$ cat src/rtl/qr_skew_feeder_if.sv
// Row handshake and skewed output bus of the QR skew feeder.
// master: row producer / array-side observer; slave: the feeder itself.
interface qr_skew_feeder_if #(
  parameter int unsigned W = 20
);
  logic         i_valid;
  logic         o_ready;
  logic         i_last;
  logic [W-1:0] i_data_1;
  logic [W-1:0] i_data_2;
  logic [W-1:0] i_data_3;
  logic [W-1:0] i_data_4;
  logic         o_valid;
  logic         o_vectoring_mode;
  logic [W-1:0] o_data_1;
  logic [W-1:0] o_data_2;
  logic [W-1:0] o_data_3;
  logic [W-1:0] o_data_4;
  logic         o_frame_err;

  modport master (
    output i_valid, i_last, i_data_1, i_data_2, i_data_3, i_data_4,
    input  o_ready, o_valid, o_vectoring_mode, o_data_1, o_data_2, o_data_3, o_data_4,
    input  o_frame_err
  );

  modport slave (
    input  i_valid, i_last, i_data_1, i_data_2, i_data_3, i_data_4,
    output o_ready, o_valid, o_vectoring_mode, o_data_1, o_data_2, o_data_3, o_data_4,
    output o_frame_err
  );
endinterface

$ cat src/rtl/qr_skew_feeder.sv
// Input sequencer for the 4-lane CORDIC QR systolic array.
// Buffers whole frames of N_ROWS rows in a 2*N_ROWS row FIFO, then streams each frame
// gap-free to the array with lane 3 delayed SKEW and lane 4 delayed 2*SKEW cycles.
// Optional feature: define QR_FEEDER_FRAME_CHK_EN to enable the sticky i_last framing check.
// SKEW must be at least 1.
module qr_skew_feeder #(
  parameter int unsigned C_IWL  = 5,
  parameter int unsigned C_FWL  = 15,
  parameter int unsigned SKEW   = 4,
  parameter int unsigned N_ROWS = 8,
  parameter int unsigned N_VEC  = 4
) (
  input logic          Clk,
  input logic          Reset,
  qr_skew_feeder_if.slave bus
);
  localparam int unsigned W     = C_IWL + C_FWL;
  localparam int unsigned Depth = 2 * N_ROWS;
  localparam int unsigned PW    = $clog2(Depth);
  localparam int unsigned CW    = $clog2(Depth + 1);
  localparam int unsigned RW    = $clog2(N_ROWS);
  // Lane 3/4 pipelines include the entry stage shared in timing with lane 1/2.
  localparam int unsigned L3    = SKEW + 1;
  localparam int unsigned L4    = 2 * SKEW + 1;

  localparam logic [RW-1:0] LastRow = RW'(N_ROWS - 1);
  localparam logic [PW-1:0] LastPtr = PW'(Depth - 1);
  localparam logic [CW-1:0] FullCnt = CW'(Depth);

  typedef enum logic [0:0] {StIdle, StSend} state_e;
  typedef logic [4*W-1:0] row_t;

  row_t          mem_q [Depth];
  logic [PW-1:0] wr_ptr_q, wr_ptr_d;
  logic [PW-1:0] rd_ptr_q, rd_ptr_d;
  logic [CW-1:0] count_q, count_d;
  logic [RW-1:0] in_row_q, in_row_d;
  logic [RW-1:0] out_row_q, out_row_d;
  logic [1:0]    frames_q, frames_d;
  state_e        state_q, state_d;

  logic          push, pop, frame_done, frame_take;
  row_t          in_data, head;

  logic          valid_q, valid_d;
  logic          mode_q, mode_d;
  logic [W-1:0]  lane1_q, lane1_d;
  logic [W-1:0]  lane2_q, lane2_d;
  logic [W-1:0]  lane3_q [L3];
  logic [W-1:0]  lane3_d [L3];
  logic [W-1:0]  lane4_q [L4];
  logic [W-1:0]  lane4_d [L4];

  assign bus.o_ready = (count_q != FullCnt);
  assign push        = bus.i_valid && bus.o_ready;
  assign in_data     = {bus.i_data_4, bus.i_data_3, bus.i_data_2, bus.i_data_1};
  assign head        = mem_q[rd_ptr_q];
  assign frame_done  = push && (in_row_q == LastRow);

  // FIFO pointer and occupancy next-state; a pop is only issued while a full frame is held.
  always_comb begin
    wr_ptr_d = wr_ptr_q;
    rd_ptr_d = rd_ptr_q;
    count_d  = count_q;
    if (push) begin
      wr_ptr_d = (wr_ptr_q == LastPtr) ? '0 : wr_ptr_q + 1'b1;
    end
    if (pop) begin
      rd_ptr_d = (rd_ptr_q == LastPtr) ? '0 : rd_ptr_q + 1'b1;
    end
    case ({push, pop})
      2'b10:   count_d = count_q + 1'b1;
      2'b01:   count_d = count_q - 1'b1;
      default: count_d = count_q;
    endcase
  end

  // Input row counter: frame boundaries come from the count, never from i_last.
  always_comb begin
    in_row_d = in_row_q;
    if (push) begin
      in_row_d = (in_row_q == LastRow) ? '0 : in_row_q + 1'b1;
    end
  end

  // Send FSM: a frame is only started once fully buffered, so emission never bubbles.
  always_comb begin
    state_d    = state_q;
    out_row_d  = out_row_q;
    frame_take = 1'b0;
    pop        = 1'b0;
    case (state_q)
      StIdle: begin
        if (frames_q != 2'd0) begin
          state_d    = StSend;
          out_row_d  = '0;
          frame_take = 1'b1;
        end
      end
      StSend: begin
        pop = 1'b1;
        if (out_row_q == LastRow) begin
          out_row_d = '0;
          // A frame completing on this very cycle still chains without a gap.
          if ((frames_q != 2'd0) || frame_done) begin
            frame_take = 1'b1;
          end else begin
            state_d = StIdle;
          end
        end else begin
          out_row_d = out_row_q + 1'b1;
        end
      end
      default: state_d = StIdle;
    endcase
    frames_d = frames_q + {1'b0, frame_done} - {1'b0, frame_take};
  end

  // Output stage and skew delay lines; zeros are shifted in while idle.
  always_comb begin
    valid_d    = pop;
    mode_d     = pop && (32'(out_row_q) < N_VEC);
    lane1_d    = pop ? head[W-1:0]     : '0;
    lane2_d    = pop ? head[2*W-1:W]   : '0;
    lane3_d[0] = pop ? head[3*W-1:2*W] : '0;
    lane4_d[0] = pop ? head[4*W-1:3*W] : '0;
    for (int i = 1; i < int'(L3); i++) begin
      lane3_d[i] = lane3_q[i-1];
    end
    for (int i = 1; i < int'(L4); i++) begin
      lane4_d[i] = lane4_q[i-1];
    end
  end

  // Row storage; contents need no reset since the pointers define what is valid.
  always_ff @(posedge Clk) begin
    if (push) begin
      mem_q[wr_ptr_q] <= in_data;
    end
  end

  // Control and datapath state with synchronous reset.
  always_ff @(posedge Clk) begin
    if (Reset) begin
      wr_ptr_q  <= '0;
      rd_ptr_q  <= '0;
      count_q   <= '0;
      in_row_q  <= '0;
      out_row_q <= '0;
      frames_q  <= '0;
      state_q   <= StIdle;
      valid_q   <= 1'b0;
      mode_q    <= 1'b0;
      lane1_q   <= '0;
      lane2_q   <= '0;
      for (int i = 0; i < int'(L3); i++) begin
        lane3_q[i] <= '0;
      end
      for (int i = 0; i < int'(L4); i++) begin
        lane4_q[i] <= '0;
      end
    end else begin
      wr_ptr_q  <= wr_ptr_d;
      rd_ptr_q  <= rd_ptr_d;
      count_q   <= count_d;
      in_row_q  <= in_row_d;
      out_row_q <= out_row_d;
      frames_q  <= frames_d;
      state_q   <= state_d;
      valid_q   <= valid_d;
      mode_q    <= mode_d;
      lane1_q   <= lane1_d;
      lane2_q   <= lane2_d;
      for (int i = 0; i < int'(L3); i++) begin
        lane3_q[i] <= lane3_d[i];
      end
      for (int i = 0; i < int'(L4); i++) begin
        lane4_q[i] <= lane4_d[i];
      end
    end
  end

  assign bus.o_valid          = valid_q;
  assign bus.o_vectoring_mode = mode_q;
  assign bus.o_data_1         = lane1_q;
  assign bus.o_data_2         = lane2_q;
  assign bus.o_data_3         = lane3_q[L3-1];
  assign bus.o_data_4         = lane4_q[L4-1];

`ifdef QR_FEEDER_FRAME_CHK_EN
  logic frame_err_q, frame_err_d;

  // Sticky flag: i_last must mark exactly the row that closes a frame.
  always_comb begin
    frame_err_d = frame_err_q;
    if (push && (bus.i_last != (in_row_q == LastRow))) begin
      frame_err_d = 1'b1;
    end
  end

  // Framing error register, cleared only by reset.
  always_ff @(posedge Clk) begin
    if (Reset) begin
      frame_err_q <= 1'b0;
    end else begin
      frame_err_q <= frame_err_d;
    end
  end

  assign bus.o_frame_err = frame_err_q;
`else
  logic unused_last;
  assign unused_last     = bus.i_last;
  assign bus.o_frame_err = 1'b0;
`endif

endmodule

$ cat src/flat_wrapper.sv
// flat-port wrapper written by rule: the top's interface ports become plain ports
module qr_skew_feeder_flat 
#(
  parameter int unsigned C_IWL  = 5,
  parameter int unsigned C_FWL  = 15,
  parameter int unsigned SKEW   = 4,
  parameter int unsigned N_ROWS = 8,
  parameter int unsigned N_VEC  = 4
)
  (Clk, Reset, bus_i_valid, bus_i_last, bus_i_data_1, bus_i_data_2, bus_i_data_3, bus_i_data_4, bus_o_ready, bus_o_valid, bus_o_vectoring_mode, bus_o_data_1, bus_o_data_2, bus_o_data_3, bus_o_data_4, bus_o_frame_err);
  qr_skew_feeder_if #(.W((20))) bus_i ();
  input logic Clk;
  input logic Reset;
  input wire logic [$bits(bus_i.i_valid)-1:0] bus_i_valid;
  input wire logic [$bits(bus_i.i_last)-1:0] bus_i_last;
  input wire logic [$bits(bus_i.i_data_1)-1:0] bus_i_data_1;
  input wire logic [$bits(bus_i.i_data_2)-1:0] bus_i_data_2;
  input wire logic [$bits(bus_i.i_data_3)-1:0] bus_i_data_3;
  input wire logic [$bits(bus_i.i_data_4)-1:0] bus_i_data_4;
  output wire logic [$bits(bus_i.o_ready)-1:0] bus_o_ready;
  output wire logic [$bits(bus_i.o_valid)-1:0] bus_o_valid;
  output wire logic [$bits(bus_i.o_vectoring_mode)-1:0] bus_o_vectoring_mode;
  output wire logic [$bits(bus_i.o_data_1)-1:0] bus_o_data_1;
  output wire logic [$bits(bus_i.o_data_2)-1:0] bus_o_data_2;
  output wire logic [$bits(bus_i.o_data_3)-1:0] bus_o_data_3;
  output wire logic [$bits(bus_i.o_data_4)-1:0] bus_o_data_4;
  output wire logic [$bits(bus_i.o_frame_err)-1:0] bus_o_frame_err;
  assign bus_i.i_valid = bus_i_valid;
  assign bus_i.i_last = bus_i_last;
  assign bus_i.i_data_1 = bus_i_data_1;
  assign bus_i.i_data_2 = bus_i_data_2;
  assign bus_i.i_data_3 = bus_i_data_3;
  assign bus_i.i_data_4 = bus_i_data_4;
  assign bus_o_ready = bus_i.o_ready;
  assign bus_o_valid = bus_i.o_valid;
  assign bus_o_vectoring_mode = bus_i.o_vectoring_mode;
  assign bus_o_data_1 = bus_i.o_data_1;
  assign bus_o_data_2 = bus_i.o_data_2;
  assign bus_o_data_3 = bus_i.o_data_3;
  assign bus_o_data_4 = bus_i.o_data_4;
  assign bus_o_frame_err = bus_i.o_frame_err;
  qr_skew_feeder #(.C_IWL(C_IWL), .C_FWL(C_FWL), .SKEW(SKEW), .N_ROWS(N_ROWS), .N_VEC(N_VEC)) u_core (.Clk(Clk), .Reset(Reset), .bus(bus_i));
endmodule
$ cat config.mk
export PLATFORM = sky130hd
export DESIGN_NAME = qr_skew_feeder_flat
export DESIGN_NICKNAME = d
export VERILOG_FILES = /design/src/rtl/qr_skew_feeder_if.sv /design/src/rtl/qr_skew_feeder.sv /design/src/flat_wrapper.sv
export SDC_FILE = /design/constraint.sdc
export NUM_CORES = 1
export LEC_CHECK = 0
export CAP_MARGIN = 20
export CORE_MARGIN = 4
export CORE_UTILIZATION = 50
export CTS_CLUSTER_DIAMETER = 200
export DETAILED_ROUTE_END_ITERATION = 10
export PLACE_DENSITY_LB_ADDON = 0.15
export SYNTH_ARGS = -nofsm -noshare
export SYNTH_HDL_FRONTEND = slang
export SYNTH_SLANG_ARGS = --single-unit
$ cat constraint.sdc
create_clock -name Clk -period 14.1 [get_ports Clk]
set_clock_uncertainty 0.15 [all_clocks]
set_input_delay 2.82 -clock Clk [delete_from_list [all_inputs] [get_ports Clk]]
set_output_delay 2.82 -clock Clk [all_outputs]
set_load 0.02 [all_outputs]
-- Word-level counts from Yosys, hierarchy flattened
Memories as Yosys holds them, arrays and structs flattened. A register that Yosys moved wholly into a read port is not among the register bits.
Cells that the tools add are included.
- multipliers: 0
- add/sub/neg operators: 8
- mux-type cells: 37
- bitwise operators: 16
- equal/unequal tests: 8
- divide/modulo/power cells: 0
- shift-type cells: 0
- magnitude comparators: 1
- reduce and logical (&&, ||, !) cells: 7
- operators by type and width (operator ; count):
    $mux 20 ; 16
    $mux 4 ; 4
    $or 1x1->1 ; 14
    $mux 1 ; 10
    $pmux 5 s2 ; 1
    $mux 3 ; 3
    $add 4x1->4 const B ; 2
    $eq 4x4->1 const B ; 2
    $add 3x1->3 const B ; 2
    $eq 3x3->1 const B ; 2
    $pmux 3 s2 ; 1
    $add 5x1->5 const B ; 1
    $ne 5x5->1 const B ; 1
    $sub 5x1->5 const B ; 1
    $pmux 1 s2 ; 2
    $reduce_bool 2->1 ; 2
    $logic_and 1x1->1 ; 3
    $lt 3x3->1 const B ; 1
    $add 2x1->2 ; 1
    $eq 2x1->1 const B ; 1
    $eq 2x2->1 const B ; 1
    $ne 2x1->1 const B ; 1
    $not 1->1 ; 2
    $reduce_or 2->1 ; 1
    2 further kinds ; 2
- logic and storage cells: 91
- memories: 3
- bits in writable memories: 1560
- output and inout bits: 84
- bits in read-only memories: 0
- register bits after elaboration: 64
- latch bits: 0
- input bits: 84
- memory list (name ; depth ; bits a word ; read ports ; clocked after memory_dff ; wr ports ; RTL line ; source):
    u_core.mem_q ; 16 ; 80 ; 1 ; 1 ; 1 ; qr_skew_feeder.sv:33 ; row_t mem_q [Depth];
    u_core.lane4_q ; 9 ; 20 ; 9 ; 0 ; 9 ; qr_skew_feeder.sv:51 ; logic [W-1:0] lane4_q [L4];
    u_core.lane3_q ; 5 ; 20 ; 5 ; 0 ; 5 ; qr_skew_feeder.sv:49 ; logic [W-1:0] lane3_q [L3];

-- Logic depth before layout (Yosys ltp)
- depth in word-level cells: 8
- depth in mapped cells: 12
- mapped depth without buffers: 10

-- Worst setup path after synthesis
Ideal clock, no wire load.
- kind: in2reg
- start point: input bus_i_valid
- end point: memory u_core.mem_q[3][0] (netlist name), enable pin
- data required time: 13333 ps
- path slack: 4915 ps
- buffers on the path: 0
- setup time: 617 ps
- cell stages on the path: 2
- data arrival time: 8418 ps
- cells stage by stage: o211ai_1 -> nor3_1
- longest elaborated chain between the ends: 3
- ends and longest elaborated chain (what ; RTL line ; source):
    from (decl) ; flat_wrapper.sv:14 ; input wire logic [$bits(bus_i.i_valid)-1:0] bus_i_valid;
    $logic_and 1x1->1 ; qr_skew_feeder.sv:55 ; assign push = bus.i_valid && bus.o_ready;
    $mux 1 ; qr_skew_feeder.sv:137 ; if (push) begin
    $mux 1 (not written as such) ; qr_skew_feeder.sv:138 ; mem_q[wr_ptr_q] <= in_data;
    to (decl) ; qr_skew_feeder.sv:33 ;
Every way passes these cells.

-- Final worst setup path
- start point: input bus_i_valid
- end point: memory u_core.mem_q[2][1] (netlist name), enable pin
Same word-level chain as after synthesis.

==> impl_metrics.tcl <==
set metrics [dict create \
    arrival_ns 5.94 \
    hold_buffers 0 \
    cts_buffers 161 \
    period_share 0.405 \
    cp.required_ns 14.33 \
    pin_count 168 \
    initial_core_util 0.506 \
    rrSetupSlack_ns 9.89 \
    antenna_found_initial 15 \
    dp_hpwl_um 60800 \
    setup_violations 0 \
    grt_max_degree 114 \
    finalHoldViolCount 0 \
    slew_headroom 0.252 \
    drtIter0Drc 2178 \
    fmax_mhz 175 \
    criticalPathCategory "in -> reg" \
    tns_ns 0 \
    synth-main-ff-cell "edfxtp_1" \
    grt_pass1_wl_um 183000 \
    fillers 8322 \
    mostFrequentLayoutCell "edfxtp_1" \
    die_h_um 349 \
    synth.distinct_cells 43 \
    post-cts-setup-buffers 0 \
    slew_violations 0 \
    endpoint_kind "flop" \
    cap_violations 0 \
    ant_nets 0 \
    root_buffer "clkbuf_16" \
    area_growth_syn_to_layout_pct 14.7 \
    syn_area_um2 58100 \
    h-tree-depth 4 \
    portBuffers 165 \
    min_path_type "reg -> reg" \
    syn_nets 2900 \
    synth-edff-count 1280 \
    rows 124 \
    nets 3120 \
    synth_area_per_cell_um2 20.7 \
    drc_errors 0 \
    layout.cells.most_common_list "1280 x edfxtp_1, 345 x dfxtp_1, 281 x mux4_2" \
    leakagePower_nw 21.2 \
    p_per_area_nw_per_um2 163 \
    place_congestion 0.750 \
    status "completed" \
    reg2reg_to "u_core.bus.o_data_2[17]" \
    dr_total_vias 27000 \
    crit_start "bus_i_valid" \
    first_pass_iters 5 \
    worstMarginPinSlew_ns 1.12 \
    rr_worst_depth 5 \
    multi_input_comb_area_um2 12000 \
    synthCells 2802 \
    cts_buffer_depth 3 \
    wl_um 125000 \
    fp.dieW_um 349 \
    async_reset_ff_frac 0 \
    grt_pass1_vias 27700 \
    gr-total-overflow 0 \
    seq_area_frac_synth 0.782 \
    cts_resized 0 \
    die_area_um2 122000 \
    ir_drop_v 0.000136 \
    cts.sinks 1628 \
    cp_max_fo 34 \
    finalPower_mw 10.9 \
    wl_per_cell_um 26.6 \
    worstSetupStartpointType "input port" \
    register_area_um2 45400 \
    drt-vias-per-instance 5.77 \
    core-area_um2 115000 \
    drive_above_1_share 0.189 \
    ys_ff_latch 1628 \
    cts_tree "yes" \
    path_clk_slew_ns 0.06 \
    yosysWarnings 0 \
    setup.worst_path.end "u_core.mem_q[2][1]" \
    min_period_ns 5.71 \
    insertion_delay_ns 0.76 \
    grt_setup_unrepaired "no" \
    grt.total_usage 0.206 \
]
## synth_stat cells (5+ instances only)
master    count  area share
a21oi_1      17      0.0015
a221o_1      39      0.0067
a22o_1       39      0.0059
a22oi_1      39      0.0050
and3_1       52      0.0056
buf_1        26      0.0017
buf_2        16      0.0014
buf_4        28      0.0036
buf_6        11      0.0021
clkbuf_1     72      0.0047
dfxtp_1     348        0.12
edfxtp_1   1280        0.66
ha_1         14      0.0030
inv_1         7     0.00045
mux2i_1     162       0.028
mux4_2      281        0.11
nand2_1      17      0.0011
nand3b_1      5     0.00065
nor2_1       15     0.00097
nor2b_1     250       0.027
o22ai_1      41      0.0044
xor2_1        6     0.00091
## layout make-up
cell class,count,area share
antenna,5,0.000188
tap,1512,0.0284
timing repair buffer,210,0.0309
sequential,1628,0.682
inverter,7,0.000394
clock inverter,67,0.00971
clock buffer,234,0.0691
multi-input combinational,1014,0.179
## worst min path at each step
stage | from | to | depth (start not counted)
after floorplan | u_core.lane3_q[0][0] | u_core.lane3_q[0][20] | 1
after global placement | u_core.lane3_q[0][33] | u_core.lane3_q[0][53] | 1
after detailed placement | u_core.lane4_q[0][100] | u_core.lane4_q[0][120] | 1
after CTS | u_core.lane3_q[0][12] | u_core.lane3_q[0][32] | 1
after global routing | u_core.lane4_q[0][10] | u_core.lane4_q[0][30] | 1
final | u_core.lane4_q[0][142] | u_core.lane4_q[0][162] | 1
## where the power goes
group / switching [mW] / leakage, nW / internal, mW
Combinational: 0.618 / 4.24 / 0.629
Sequential: 0.0996 / 14.4 / 5.34
Clock: 1.74 / 2.58 / 2.44
## layer usage
layer  GRT usage  vias to the layer above  wire, µm
met5           0                        -        85
met4      0.0503                       14      2250
met3      0.0464                      191      8330
met2       0.338                      837     61300
met1       0.282                    14200     52500
li1            -                    11700         -
## state kept, by name (all words and copies together), names as in the netlist, named ones only
register and cells:
u_core.rd_ptr_q 4, u_core.bus.o_vectoring_mode 1, u_core.bus.o_valid 1, u_core.wr_ptr_q 4, u_core.state_q 1, u_core.frames_q 2, u_core.count_q 5, u_core.lane4_q 180
u_core.bus.o_data_1 20, u_core.in_row_q 3, u_core.mem_q 1280, u_core.bus.o_data_2 20, u_core.out_row_q 3, u_core.lane3_q 100
## critical path, cell delays in order
cell and delay [ns]:
clkdlybuf4s50_1 0.53, o21a_1 0.60, and3_4 0.55, buf_4 0.67
buf_4 0.70
## cells by family after synthesis
kind of cell,count (synthesis),synth area share
AO/OA/AOI/OAI,189,0.0253
XOR/XNOR,7,0.00106
buffers and inverters,160,0.0139
adder cells (fa/ha/maj),14,0.00302
flip-flops,1628,0.782
multiplexers,445,0.137
other,1,0.0000646
AND/OR/NAND/NOR,358,0.0373
## metrics by stage
step	utilization	instances	worst slack, ns	hold WS [ns]	cell area, µm²
global route	0.580	4673	8.23	0.290	66600
detailed placement	0.534	4371	7.57	0.270	61300
global placement	0.534	4369	7.63	0.266	61300
finish	0.580	4677	8.39	0.281	66600
CTS	0.580	4672	8.40	0.281	66600
floorplan	-	2802	4.92	0.264	58100
No activity file was read; power rests on OpenSTA's default activity.
